**src/rtl/uart_pkg.sv**
```systemverilog
// Constants and state encoding shared by the serial transmitter and receiver.
package uart_pkg;

    localparam int FRAME_BITS = 10;

    typedef enum logic [2:0] {
        RX_IDLE      = 3'd0,
        RX_START     = 3'd1,
        RX_DATA      = 3'd2,
        RX_STOP      = 3'd3,
        RX_WAIT_HIGH = 3'd4
    } rx_state_t;

endpackage

```
**src/rtl/uart_sync2.sv**
```systemverilog
// Two-flop synchroniser for an asynchronous single-bit input, with a selectable reset level.
module uart_sync2 #(
    parameter logic RST_VAL = 1'b0
) (
    input  logic clk_i,
    input  logic rst_ni,
    input  logic d_i,
    output logic q_o
);

    logic meta_q;
    logic sync_q;

    always_ff @(posedge clk_i or negedge rst_ni) begin
        if (!rst_ni) begin
            meta_q <= RST_VAL;
            sync_q <= RST_VAL;
        end else begin
            meta_q <= d_i;
            sync_q <= meta_q;
        end
    end

    assign q_o = sync_q;

endmodule

```
**src/rtl/uart_rx.sv**
```systemverilog
// 8N1 serial receiver: mid-bit sampling off a falling start edge, with a running sum of good bytes.
module uart_rx
    import uart_pkg::*;
#(
    parameter int clocks_per_bit = 4
) (
    input  logic        ser_clk,
    input  logic        rst_n,
    input  logic        SER_RX,
    output logic [7:0]  rx_data,
    output logic        rx_valid,
    output logic        rx_frame_err,
    output logic        rx_busy,
    output logic [31:0] rx_sum
);

    localparam int TW = $clog2(clocks_per_bit);
    localparam int H  = clocks_per_bit / 2;
    // Timer counts down to zero, so a load of N-1 lands the sample N cycles later.
    localparam logic [TW-1:0] T_HALF = TW'(H - 1);
    localparam logic [TW-1:0] T_BIT  = TW'(clocks_per_bit - 1);

    logic rx_s;

    uart_sync2 #(.RST_VAL(1'b1)) u_sync (
        .clk_i  (ser_clk),
        .rst_ni (rst_n),
        .d_i    (SER_RX),
        .q_o    (rx_s)
    );

    rx_state_t       state_q,  state_d;
    logic [TW-1:0]   timer_q,  timer_d;
    logic [3:0]      bitcnt_q, bitcnt_d;
    logic [7:0]      shreg_q,  shreg_d;
    logic [7:0]      data_q,   data_d;
    logic            valid_q,  valid_d;
    logic            ferr_q,   ferr_d;
    logic [31:0]     sum_q,    sum_d;

    logic tick;
    assign tick = (timer_q == '0);

    always_comb begin
        state_d  = state_q;
        timer_d  = timer_q;
        bitcnt_d = bitcnt_q;
        shreg_d  = shreg_q;
        data_d   = data_q;
        sum_d    = sum_q;
        valid_d  = 1'b0;
        ferr_d   = 1'b0;

        case (state_q)
            RX_IDLE: begin
                if (!rx_s) begin
                    state_d  = RX_START;
                    timer_d  = T_HALF;
                    bitcnt_d = 4'd0;
                end
            end
            RX_START: begin
                if (!tick) begin
                    timer_d = timer_q - 1'b1;
                end else if (rx_s) begin
                    state_d = RX_IDLE;
                end else begin
                    state_d  = RX_DATA;
                    timer_d  = T_BIT;
                    bitcnt_d = 4'd0;
                end
            end
            RX_DATA: begin
                if (!tick) begin
                    timer_d = timer_q - 1'b1;
                end else begin
                    shreg_d  = {rx_s, shreg_q[7:1]};
                    timer_d  = T_BIT;
                    bitcnt_d = bitcnt_q + 4'd1;
                    if (bitcnt_q == 4'd7) state_d = RX_STOP;
                end
            end
            RX_STOP: begin
                if (!tick) begin
                    timer_d = timer_q - 1'b1;
                end else begin
                    bitcnt_d = bitcnt_q + 4'd1;
                    if (rx_s) begin
                        valid_d = 1'b1;
                        data_d  = shreg_q;
                        sum_d   = sum_q + {24'd0, shreg_q};
                        state_d = RX_IDLE;
                    end else begin
                        // Stay out of IDLE until the line recovers, so a stuck-low line reports once.
                        ferr_d  = 1'b1;
                        state_d = RX_WAIT_HIGH;
                    end
                end
            end
            RX_WAIT_HIGH: begin
                if (rx_s) state_d = RX_IDLE;
            end
            default: begin
                state_d = RX_IDLE;
            end
        endcase
    end

    always_ff @(posedge ser_clk or negedge rst_n) begin
        if (!rst_n) begin
            state_q  <= RX_IDLE;
            timer_q  <= '0;
            bitcnt_q <= 4'd0;
            shreg_q  <= 8'd0;
            data_q   <= 8'd0;
            valid_q  <= 1'b0;
            ferr_q   <= 1'b0;
            sum_q    <= 32'd0;
        end else begin
            state_q  <= state_d;
            timer_q  <= timer_d;
            bitcnt_q <= bitcnt_d;
            shreg_q  <= shreg_d;
            data_q   <= data_d;
            valid_q  <= valid_d;
            ferr_q   <= ferr_d;
            sum_q    <= sum_d;
        end
    end

    assign rx_data      = data_q;
    assign rx_valid     = valid_q;
    assign rx_frame_err = ferr_q;
    assign rx_busy      = (state_q != RX_IDLE);
    assign rx_sum       = sum_q;

endmodule

```
**config.mk**
```make
export PLATFORM = sky130hd
export DESIGN_NAME = uart_rx
export DESIGN_NICKNAME = d
export VERILOG_FILES = /design/src/rtl/uart_pkg.sv /design/src/rtl/uart_sync2.sv /design/src/rtl/uart_rx.sv
export SDC_FILE = /design/constraint.sdc
export NUM_CORES = 1
export LEC_CHECK = 0
export BUFFER_PORTS_ARGS = -buffer_cell sky130_fd_sc_hd__buf_2
export CORE_MARGIN = 10
export CORE_UTILIZATION = 33
export DETAILED_ROUTE_END_ITERATION = 6
export PLACE_DENSITY_LB_ADDON = 0.05
export SKIP_LAST_GASP = 1
export SYNTH_ARGS = -nofsm -noshare
export SYNTH_HDL_FRONTEND = slang
export SYNTH_HIERARCHICAL = 1
export SYNTH_SLANG_ARGS = --single-unit
```
**constraint.sdc**
```tcl
create_clock -name ser_clk -period 4.81 [get_ports ser_clk]
set_input_delay 0.962 -clock ser_clk [delete_from_list [all_inputs] [get_ports ser_clk]]
set_output_delay 0.962 -clock ser_clk [all_outputs]
set_load 0.03 [all_outputs]
```
==> summary.md, run 1 <==
| Metric | Value |
|---|---|
| Die H | 113 µm |
| Setup crit start kind | register |
| Footprint of the multi-input gates | between 1000 and 1500 µm² |
| Synthesized flop and latch total | 61 |
| Worst Path Arrival | between 2 and 3 ns |
| Leakage | approximately 1.8 nW |
| Clk Latency, worst-skew pair | roughly 0.33 ns |
| Hold EP | u_sync/q_o |
| CTS tree | built |
| Leading area contributor after synthesis | dfrtp_1 |
| Hpwl dp | around 4.5 mm |
| Seq/Total Area, Yosys | roughly 53% |
| Vias in the first global route | 2,146 |
| Worst R2R Path Depth | 9 |
| Fin crit share | a little over half |
| Final setup vio count | 0 |
| Power Density | roughly 420 nW/µm² |
| Die footprint | roughly 13,000 µm² |
| Drt wl/cell | about 15 µm |
| Critical path class | register to register |
| Detailed Route Iter0 Violations | 57 |
| H-tree levels | 3 |
| Worst-path clk slew | around 0.07 ns |
| Number of synthesized flops with an enable pin | 0 |
| Initial core utilization | 33.5% |
| Ys Warns | 6 |
| Commonest cells after routing, fill and taps aside | dfrtp_1, nand2_1, buf_2, nor2_1, xnor2_1 |
| Hold depth | 0 |
| Routability Congestion | about 0.74 |
| Hold Fails Final Rpt | 0 |
| Final WL | between 6 and 7 mm |
| Post-CTS Resized | 0 |
| Filler Cell Count | about 870 |
| Max Root-Sink Buffers | 2 |
| Final worst path period need | between 2 and 3 ns |
| Max Fclk | ~400 MHz |
| Layout area overhead | 17.3% |
| Max cap viols | 0 |
| RSZ-0062 raised after global routing | no |
| Synth area leaders | dfrtp_1, nand2_1, xnor2_1, ha_1, xor2_1 |
| CP endpoint kind | register |
| Hold Buf Count CTS | 0 |
| Synth top area share | between 50% and 60% |
| DRC violation count after routing | 0 |
| DIE WIDTH | 113 µm |
| Critical Path RT | 5.07 ns |
| Share of cells above drive strength 1 | about a quarter |
| Min-delay worst type | register to register |
| Clk network pwr share | roughly 27% |
| Num ports | between 40 and 50 |
| Worst r2r dst | rx_sum[12] |
| Max-slew violation count | 0 |
| Largest net degree at the start of global routing | 34 |
| Worst Skew | ~0.0066 ns |
| Ys async rst share | 100% |
| Port Buffer Count | 45 |
| Main synth FF type | dfrtp_1 |
| Antenna violations before repair | 0 |
| Hold_sp | u_sync/meta_q |
| Distinct cells, synth | 43 |
| Synth Instances | between 200 and 300 |
| Grt total ovfl | 0 |
| Vias per cell | between 4 and 5 |
| Post-CTS setup buffer count | 0 |
| Total track usage | between 10% and 20% |
| Sw Share | between 30% and 40% |
| Reg2reg start | timer_q[0] |
| Post-DP Area | approximately 3200 µm² |
| Mapped Avg Cell Area | between 10 and 15 µm² |
| Register area | about 1500 µm² |
| Logic pwr share | 26.6% |
| Pre-antenna DRT Iters | 4 |
| Syn Nets | just under 300 |
| Placement Rows | 34 |
| Design area | approximately 3400 µm² |
| Post-route antenna net violation count | 0 |
| CP max FO | 25 |
| NetSw | about 0.00051 W |
| Slew headroom | 51.4% |
| Core area | 8590 µm² |
| Total internal power | ~0.00093 W |
| Status | finished clean |
| Worst-margin pin slew | slightly above 0.7 ns |
| # diodes | 0 |
| CTS buffer count | 9 |
| Post-Syn Area | 2880 µm² |
| Reg-to-reg slack, setup | roughly 2.3 ns |
| Setup TNS | 0 ns |
| Sequential Power Share | 46.1% |
| Nets | between 300 and 400 |
| CTS root buffer | clkbuf_8 |
| Clock Sinks | 61 |
| Via count | just over 2,000 |
| Global-route wire length before repair | approximately 11 mm |
| Most common cell after layout, fill and taps aside | dfrtp_1 |
| Worst IR Drop VDD | around 0.00018 V |
cells in the mapped netlist, types with 2 or more instances:
library cell	n
nand2_1	52
nand4_1	7
inv_1	7
dfrtp_1	59
nand3_1	12
and3_1	5
a21oi_1	9
clkbuf_1	5
o21a_1	4
mux2_2	8
a21o_1	4
nor3_1	6
ha_1	10
nor2_1	17
xnor2_1	17
dfstp_2	2
xor2_1	14
buf_4	2
o21ai_0	11
critical path, cell delays in order, from the launching register on:
cell,delay (ns)
dfrtp_1,0.40
inv_1,0.08
ha_1,0.34
and3b_4,0.26
nand3_1,0.07
buf_4,0.25
inv_1,0.41
nand2_1,0.19
nor3b_1,0.28
xor2_1,0.16
per-layer routing:
layer / track usage, % / vias up / wire length, µm
met5: 0 / - / 0
li1: - / 1042 / -
met2: 14.5 / 35 / 2660
met3: 3.81 / 7 / 355
met1: 14.1 / 965 / 3280
met4: 4.82 / 0 / 78
power groups by stage:
| stage | sequential [W] | clock (W) | combinational [W] |
|---|---|---|---|
| finish | 0.000660 | 0.000390 | 0.000381 |
| global route | 0.000675 | 0.000432 | 0.000431 |
| CTS | 0.000662 | 0.000411 | 0.000388 |
| detailed placement | 0.000671 | 0 | 0.000388 |
| global placement | 0.000672 | 0 | 0.000387 |
| floorplan | 0.000681 | 0 | 0.000273 |
flip-flops by register name, summed over array words and instances (netlist names):
name,flops
u_sync/meta_q,1
u_sync/q_o,1
state_q,3
rx_frame_err,1
rx_valid,1
rx_sum,32
shreg_q,8
bitcnt_q,4
timer_q,2
rx_data,8
area by class of cell:
cell class	instances	share of cell area [%]
Sequential cell	61	45.3
Tap cell	108	4.01
Clock buffer	13	4.41
Clock inverter	2	0.297
Inverter	7	0.779
Timing Repair Buffer	47	7.12
Multi-Input combinational cell	199	38.1
through the flow:
step / setup WS, ns / power [W] / std cells / hold WS, ns / util [%]
after floorplan: 2.39 / 0.000954 / 275 / 0.345 / -
after global placement: 2.32 / 0.00106 / 422 / 0.346 / 37.4
after detailed placement: 2.27 / 0.00106 / 422 / 0.347 / 37.4
after CTS: 2.25 / 0.00146 / 437 / 0.357 / 39.3
after global routing: 2.01 / 0.00154 / 437 / 0.366 / 39.3
final: 2.29 / 0.00143 / 437 / 0.356 / 39.3
how the worst max path moves through the flow:
stage          startpoint    endpoint  slack (ns)
2_1_floorplan   rx_sum[0]  rx_sum[22]        2.39
3_3_place_gp    rx_sum[0]  rx_sum[22]        2.32
3_5_place_dp    rx_sum[0]  rx_sum[22]        2.27
4_1_cts         rx_sum[0]  rx_sum[22]        2.25
5_1_grt        timer_q[0]  rx_sum[12]        2.01
6_report       timer_q[0]  rx_sum[12]        2.29
logic make-up after synthesis:
logic type | Yosys count | share of synthesized area, %
XOR/XNOR | 31 | 9.44
multiplexers | 8 | 3.13
buffers and inverters | 15 | 2.22
flip-flops | 61 | 53.2
AO/OA/AOI/OAI | 39 | 8.96
adder cells (fa/ha/maj) | 11 | 5.05
AND/OR/NAND/NOR | 110 | 18.1
(Power assumes the default switching activity.)
==> inputs of run 2 (changes only) <==
clock period = 2.4 ns   (was 4.81 ns; I/O delays follow)
==> summary.md, run 2 (synthesized netlist as in run 1, its figures left out) <==
| Metric | Value |
|---|---|
| Status | finished clean |
| Vias in the first global route | roughly 2,200 |
| Final worst path period need | between 2 and 2.5 ns |
| Via count | roughly 2,100 |
| Worst-path clk slew | 0.08 ns |
| Share of cells above drive strength 1 | between 20% and 30% |
| Total track usage | between 10% and 20% |
| NetSw | about 0.0011 W |
| Final setup vio count | 0 |
| Clk network pwr share | approximately 30% |
| CP max FO | 5 |
| Layout area overhead | 22.1% |
| Worst Skew | 0.00893 ns |
| Total internal power | 0.00198 W |
| # diodes | 0 |
| DIE WIDTH | 113 µm |
| Die H | between 100 and 150 µm |
| Post-route antenna net violation count | 0 |
| H-tree levels | 3 |
| Most common cell after layout, fill and taps aside | dfrtp_1 |
| Logic pwr share | roughly 28% |
| Routability Congestion | 0.736 |
| Hold Fails Final Rpt | 0 |
| Vias per cell | between 4 and 5 |
| Largest net degree at the start of global routing | 24 |
| Max reg flops | 32 |
| Worst IR Drop VDD | ~0.00040 V |
| Setup crit start kind | register |
| Dpl cells | approximately 430 |
| Pre-antenna DRT Iters | 4 |
| Die footprint | about 13,000 µm² |
| Worst-margin pin slew | between 0.5 and 0.6 ns |
| Slew headroom | 62.2% |
| Global-route wire length before repair | about 11 mm |
| Max-slew violation count | 0 |
| Power Density | just under 900 nW/µm² |
| Filler Cell Count | around 880 |
| CTS root buffer | clkbuf_8 |
| Clock Sinks | just over 60 |
| Hold Buf Count CTS | 0 |
| Sequential Power Share | a little over two fifths |
| CTS tree | built |
| Hpwl dp | between 4 and 5 mm |
| Max cap viols | 0 |
| Final WL | approximately 6.7 mm |
| RSZ-0062 raised after global routing | yes |
| Initial core utilization | around 33% |
| Worst Path Arrival | approximately 2.5 ns |
| Max Fclk | about 440 MHz |
| Max Root-Sink Buffers | 2 |
| Nets | between 300 and 400 |
| Core area | approximately 8600 µm² |
| Clk Latency, worst-skew pair | approximately 0.34 ns |
| Placement Rows | 34 |
| Min-delay worst type | input port to asynchronous set/reset pin |
| Setup TNS | 0 ns |
| Critical path class | register to register |
| CTS buffer count | 9 |
| Antenna violations before repair | 0 |
| Fin crit share | 94.1% |
| Leakage | between 1.5 and 2 nW |
| Grt total ovfl | 0 |
| Final non-filler cell total | ~450 |
| Critical Path RT | about 2.6 ns |
| Sw Share | a little over a third |
| Num ports | between 40 and 50 |
| Detailed Route Iter0 Violations | 32 |
| CP endpoint kind | register |
| DRC violation count after routing | 0 |
| Port Buffer Count | between 40 and 50 |
| Drt wl/cell | roughly 15 µm |
| Commonest cells after routing, fill and taps aside | dfrtp_1, nand2_1, buf_2, nor2_1, xnor2_1 |
==> run 2: changes by cell type in the layout (fill, tap and decap cells not counted) <==
cell        delta
buf_4         +10
clkinvlp_4     +3
clkinv_4       +1
clkinv_2       -1
clkbuf_8       -1
inv_6          +1
a211oi_2       -1
a221oi_4       +1
bufinv_16      +1
clkbuf_1       -3
a211oi_4       +1
a221oi_1       -1
==> run 2: worst paths after layout <==
path                       slack (ns)  depth (start not counted)       endpoint          start
max reg2reg                      0.14                          8     rx_sum[13]      rx_sum[4]
max                              0.14                          8     rx_sum[13]      rx_sum[4]
min reg2reg                      0.36                          0     u_sync/q_o  u_sync/meta_q
max in group asynchronous        1.60                          2  u_sync/meta_q          rst_n
min                              0.09                          1     rx_data[1]          rst_n
min in group ser_clk             0.24                          1  u_sync/meta_q         SER_RX
==> run 2: power groups by stage <==
stage                     sequential [W]  combinational, W  clock [W]
after floorplan                  0.00136          0.000550          0
after global placement           0.00131          0.000870          0
after detailed placement         0.00131          0.000872          0
after CTS                        0.00129          0.000878   0.000970
after global routing             0.00131          0.000996    0.00101
final                            0.00128          0.000878   0.000926
==> run 2: timing repair <==
action | CTS | global route
setup endpoints to repair | 0 | 1
resized for setup | 0 | 2
setup buffers | 0 | 0
==> run 2: final cells by class <==
| class | count | area [µm²] | area share, % |
|---|---|---|---|
| timing repair buffer | 57 | 315 | 8.97 |
| inverter | 7 | 26.3 | 0.748 |
| clock buffer | 9 | 124 | 3.53 |
| sequential | 61 | 1530 | 43.5 |
| tap | 108 | 135 | 3.85 |
| multi-input combinational | 199 | 1310 | 37.3 |
| clock inverter | 7 | 75.1 | 2.14 |
==> run 2: metrics by stage <==
| step | total power, W | cell area [µm²] | setup slack [ns] | hold slack [ns] | util (%) |
|---|---|---|---|---|---|
| floorplan | 0.00191 | 2880 | 0.126 | 0.184 | - |
| finish | 0.00309 | 3510 | 0.141 | 0.0883 | 40.9 |
| global placement | 0.00217 | 3300 | 0.105 | 0.346 | 38.4 |
| global route | 0.00331 | 3510 | -0.0198 | 0.111 | 40.9 |
| CTS | 0.00314 | 3490 | 0.0673 | 0.0967 | 40.7 |
| detailed placement | 0.00218 | 3300 | 0.0771 | 0.350 | 38.4 |
==> run 2: layer usage <==
layer  up-vias  wire length [µm]  global-route usage, %  share of wire (%)
met5         -                 0                      0                  0
met4         0                80                   3.30                1.2
met3        10               340                   4.55                5.1
met2        37              3060                   16.5                 46
met1      1003              3200                   13.4                 48
li1       1063                 -                      -                  -
==> run 2: critical path: stages (launching register included) <==
cell and delay [ns]:
dfrtp_1 0.41, ha_1 0.36, a21o_1 0.25, a31o_2 0.22, a31oi_1 0.32, buf_4 0.20, o21a_1 0.17, nor3_1 0.07
xor2_1 0.13
==> inputs of run 3 (changes only) <==
ABC_AREA = 1   (was not set)
==> summary.md, run 3 <==
| Metric | Value |
|---|---|
| Share of cells above drive strength 1 | ~15% |
| Fin crit share | between 80% and 90% |
| CTS root buffer | clkbuf_8 |
| Max Fclk | about 500 MHz |
| RSZ-0062 raised after global routing | no |
| Max reg flops | 32 |
| Leading area contributor after synthesis | dfrtp_1 |
| Post-synth top cells | nand2_1, inv_1, dfrtp_1, nand3_1, o21ai_0 |
| Post-route antenna net violation count | 0 |
| Most common cell after layout, fill and taps aside | nand2_1 |
| Max cap viols | 0 |
| CP Buf/Inv Count | 1 |
| Post-CTS setup buffer count | 0 |
| Ys async rst share | between 90% and 100% |
| Pre-antenna DRT Iters | 4 |
| Setup TNS | 0 ns |
| Mapped Avg Cell Area | roughly 7.4 µm² |
| Seq/Total Area, Yosys | 44.7% |
| Commonest cells after routing, fill and taps aside | nand2_1, inv_1, dfrtp_1, buf_2, nand3_1 |
| Worst Path Arrival | ~2.3 ns |
| CTS tree | built |
| Antenna violations before repair | 0 |
| Worst-path clk slew | around 0.080 ns |
| Hold Fails Final Rpt | 0 |
| Grt total ovfl | 0 |
| Final setup vio count | 0 |
| Largest net degree at the start of global routing | 37 |
| Layout area overhead | 18.8% |
| CP endpoint kind | register |
| Number of synthesized flops with an enable pin | 0 |
| Final hold slack | roughly 0.13 ns |
| Worst IR Drop VDD | 0.000458 V |
| Post-Synth Adder-Cell Area | roughly 4.2% |
| DIE WIDTH | roughly 120 µm |
| H-tree levels | 3 |
| Port Buffer Count | 45 |
| Syn Nets | 478 |
| Hold Buf Count CTS | 0 |
| Via count | around 3,000 |
| Worst r2r dst | rx_sum[30] |
| Post-CTS Resized | 0 |
| Critical Path, Cell by Cell | ha_1, fa_1, nand3_1, nand3_1, nand2_1, nand2_1, nand2_1, nand2_1, nand2_1, nand2_1, nand2_1, inv_1 |
| Vias in the first global route | ~3,000 |
| Clk Latency, worst-skew pair | between 0.3 and 0.4 ns |
| Delay of the slowest critical-path stage | ~0.42 ns |
| Detailed Route Iter0 Violations | 138 |
| Vias per cell | around 4.5 |
| Worst path most repeated cell | nand2_1 |
| Simple-Gate Fraction of Synth Area | ~34% |
| Placement Rows | 37 |
| Global-route wire length before repair | between 10 and 15 mm |
| Routability Congestion | ~0.83 |
| Status | finished clean |
| Drt wl/cell | around 13 µm |
| Setup crit start kind | register |
| Critical Path RT | roughly 2.7 ns |
| Final non-filler cell total | about 660 |
| Largest family of logic cells by synthesized area | simple AND/OR/NAND/NOR gates |
| Post-synthesis mux area share | 0% |
| Die footprint | about 15,000 µm² |
| Worst R2R Path Depth | 12 |
| Crit-path slowest cell | fa_1 |
| Slew headroom | 61.4% |
| Worst Skew | between 0.01 and 0.015 ns |
| Synth top area share | 43.2% |
| Distinct cells, synth | 29 |
| Synthesized flop and latch total | about 60 |
| Max Root-Sink Buffers | 2 |
| Core area | just over 10,000 µm² |
| CP max FO | 6 |
| Main synth FF type | dfrtp_1 |
| Dpl cells | 643 |
| Post-Syn Area | 3420 µm² |
| Synth Instances | 464 |
| Clock Sinks | 61 |
| Reg-to-reg slack, setup | roughly 0.37 ns |
| XOR/XNOR Fraction of Synth Area | 2.31% |
| Ys Warns | 6 |
| CTS buffer count | 9 |
| Num ports | between 40 and 50 |
| DRC violation count after routing | 0 |
| Leakage | approximately 2.1 nW |
| Synth area leaders | dfrtp_1, nand2_1, inv_1, nand3_1, o21ai_0 |
| Initial core utilization | about a third |
| Reg2reg start | rx_sum[0] |
| Largest delay share family, worst path | simple AND/OR/NAND/NOR gates |
| Power Density | approximately 800 nW/µm² |
| Worst-margin pin slew | 0.574 ns |
| Final WL | around 8.8 mm |
| Die H | about 120 µm |
| Max-slew violation count | 0 |
| Critical path class | register to register |
| Min-delay worst type | input port to asynchronous set/reset pin |
| Most frequent cell after synthesis | nand2_1 |
| Final worst path period need | 2.03 ns |
| Total track usage | between 10% and 20% |
| # diodes | 0 |
| Nets | approximately 530 |
| Synth Area in Compound Gates | 6.48% |
| Hpwl dp | around 6.7 mm |
[run 3: changes by cell type after synthesis, sizes merged, moves of 12 or more]
cell,previous run,this run
inv,7,66
nor2,17,29
xor2,14,2
nand2,53,174
o21ai,11,31
nand3,12,31
[run 3: cell type report]
class                           count  area, µm²
Fill cell                        1116       6130
Clock inverter                      3       65.1
Multi-Input combinational cell    330       1610
Timing Repair Buffer               50        263
Clock buffer                       13        179
Sequential cell                    61       1530
Inverter                           66        248
Tap cell                          136        170
[run 3: stage by stage]
step	cell area [µm²]	power (W)	util, %	worst slack, ns
CTS	4060	0.00329	39.9	0.363
finish	4060	0.00324	39.9	0.371
detailed placement	3810	0.00215	37.5	0.363
global route	4060	0.00345	39.9	0.167
global placement	3810	0.00215	37.5	0.413
floorplan	3420	0.00190	-	0.422
[run 3: kinds of logic after synthesis]
kind of cell / count (synthesis)
compound gates: 41
fa+ha+maj: 11
xor+xnor: 9
flops: 61
buf+inv: 73
simple gates: 269
[run 3: where the power goes]
group          leakage, nW  internal (W)  switching (W)
clock                0.126      0.000697       0.000430
combinational         1.15      0.000269       0.000578
sequential           0.833       0.00116       0.000110
total                 2.11       0.00212        0.00112
[run 3: worst max path at each step]
stage / slack [ns] / to / start / cells after the start
detailed placement: 0.36 / rx_sum[30] / rx_sum[0] / 12
global route: 0.17 / rx_sum[30] / rx_sum[0] / 12
floorplan: 0.42 / rx_sum[30] / rx_sum[0] / 12
CTS: 0.36 / rx_sum[30] / rx_sum[0] / 12
finish: 0.37 / rx_sum[30] / rx_sum[0] / 12
global placement: 0.41 / rx_sum[30] / rx_sum[0] / 12
[run 3: routing by layer]
metal	vias up	GRT usage, %	part of all wire (%)
met1	1348	15.8	50
met3	12	3.15	4.6
met2	50	19.3	43
met5	-	0	0
met4	0	6.71	2.5
li1	1588	-	-
[run 3: worst register-to-register path: stages, from the launching register on]
cell     delay, ns
dfrtp_1       0.39
ha_1          0.23
fa_1          0.42
nand3_1       0.11
nand3_1       0.15
nand2_1       0.10
nand2_1       0.12
nand2_1       0.09
nand2_1       0.14
nand2_1       0.09
nand2_1       0.05
nand2_1       0.05
inv_1         0.04
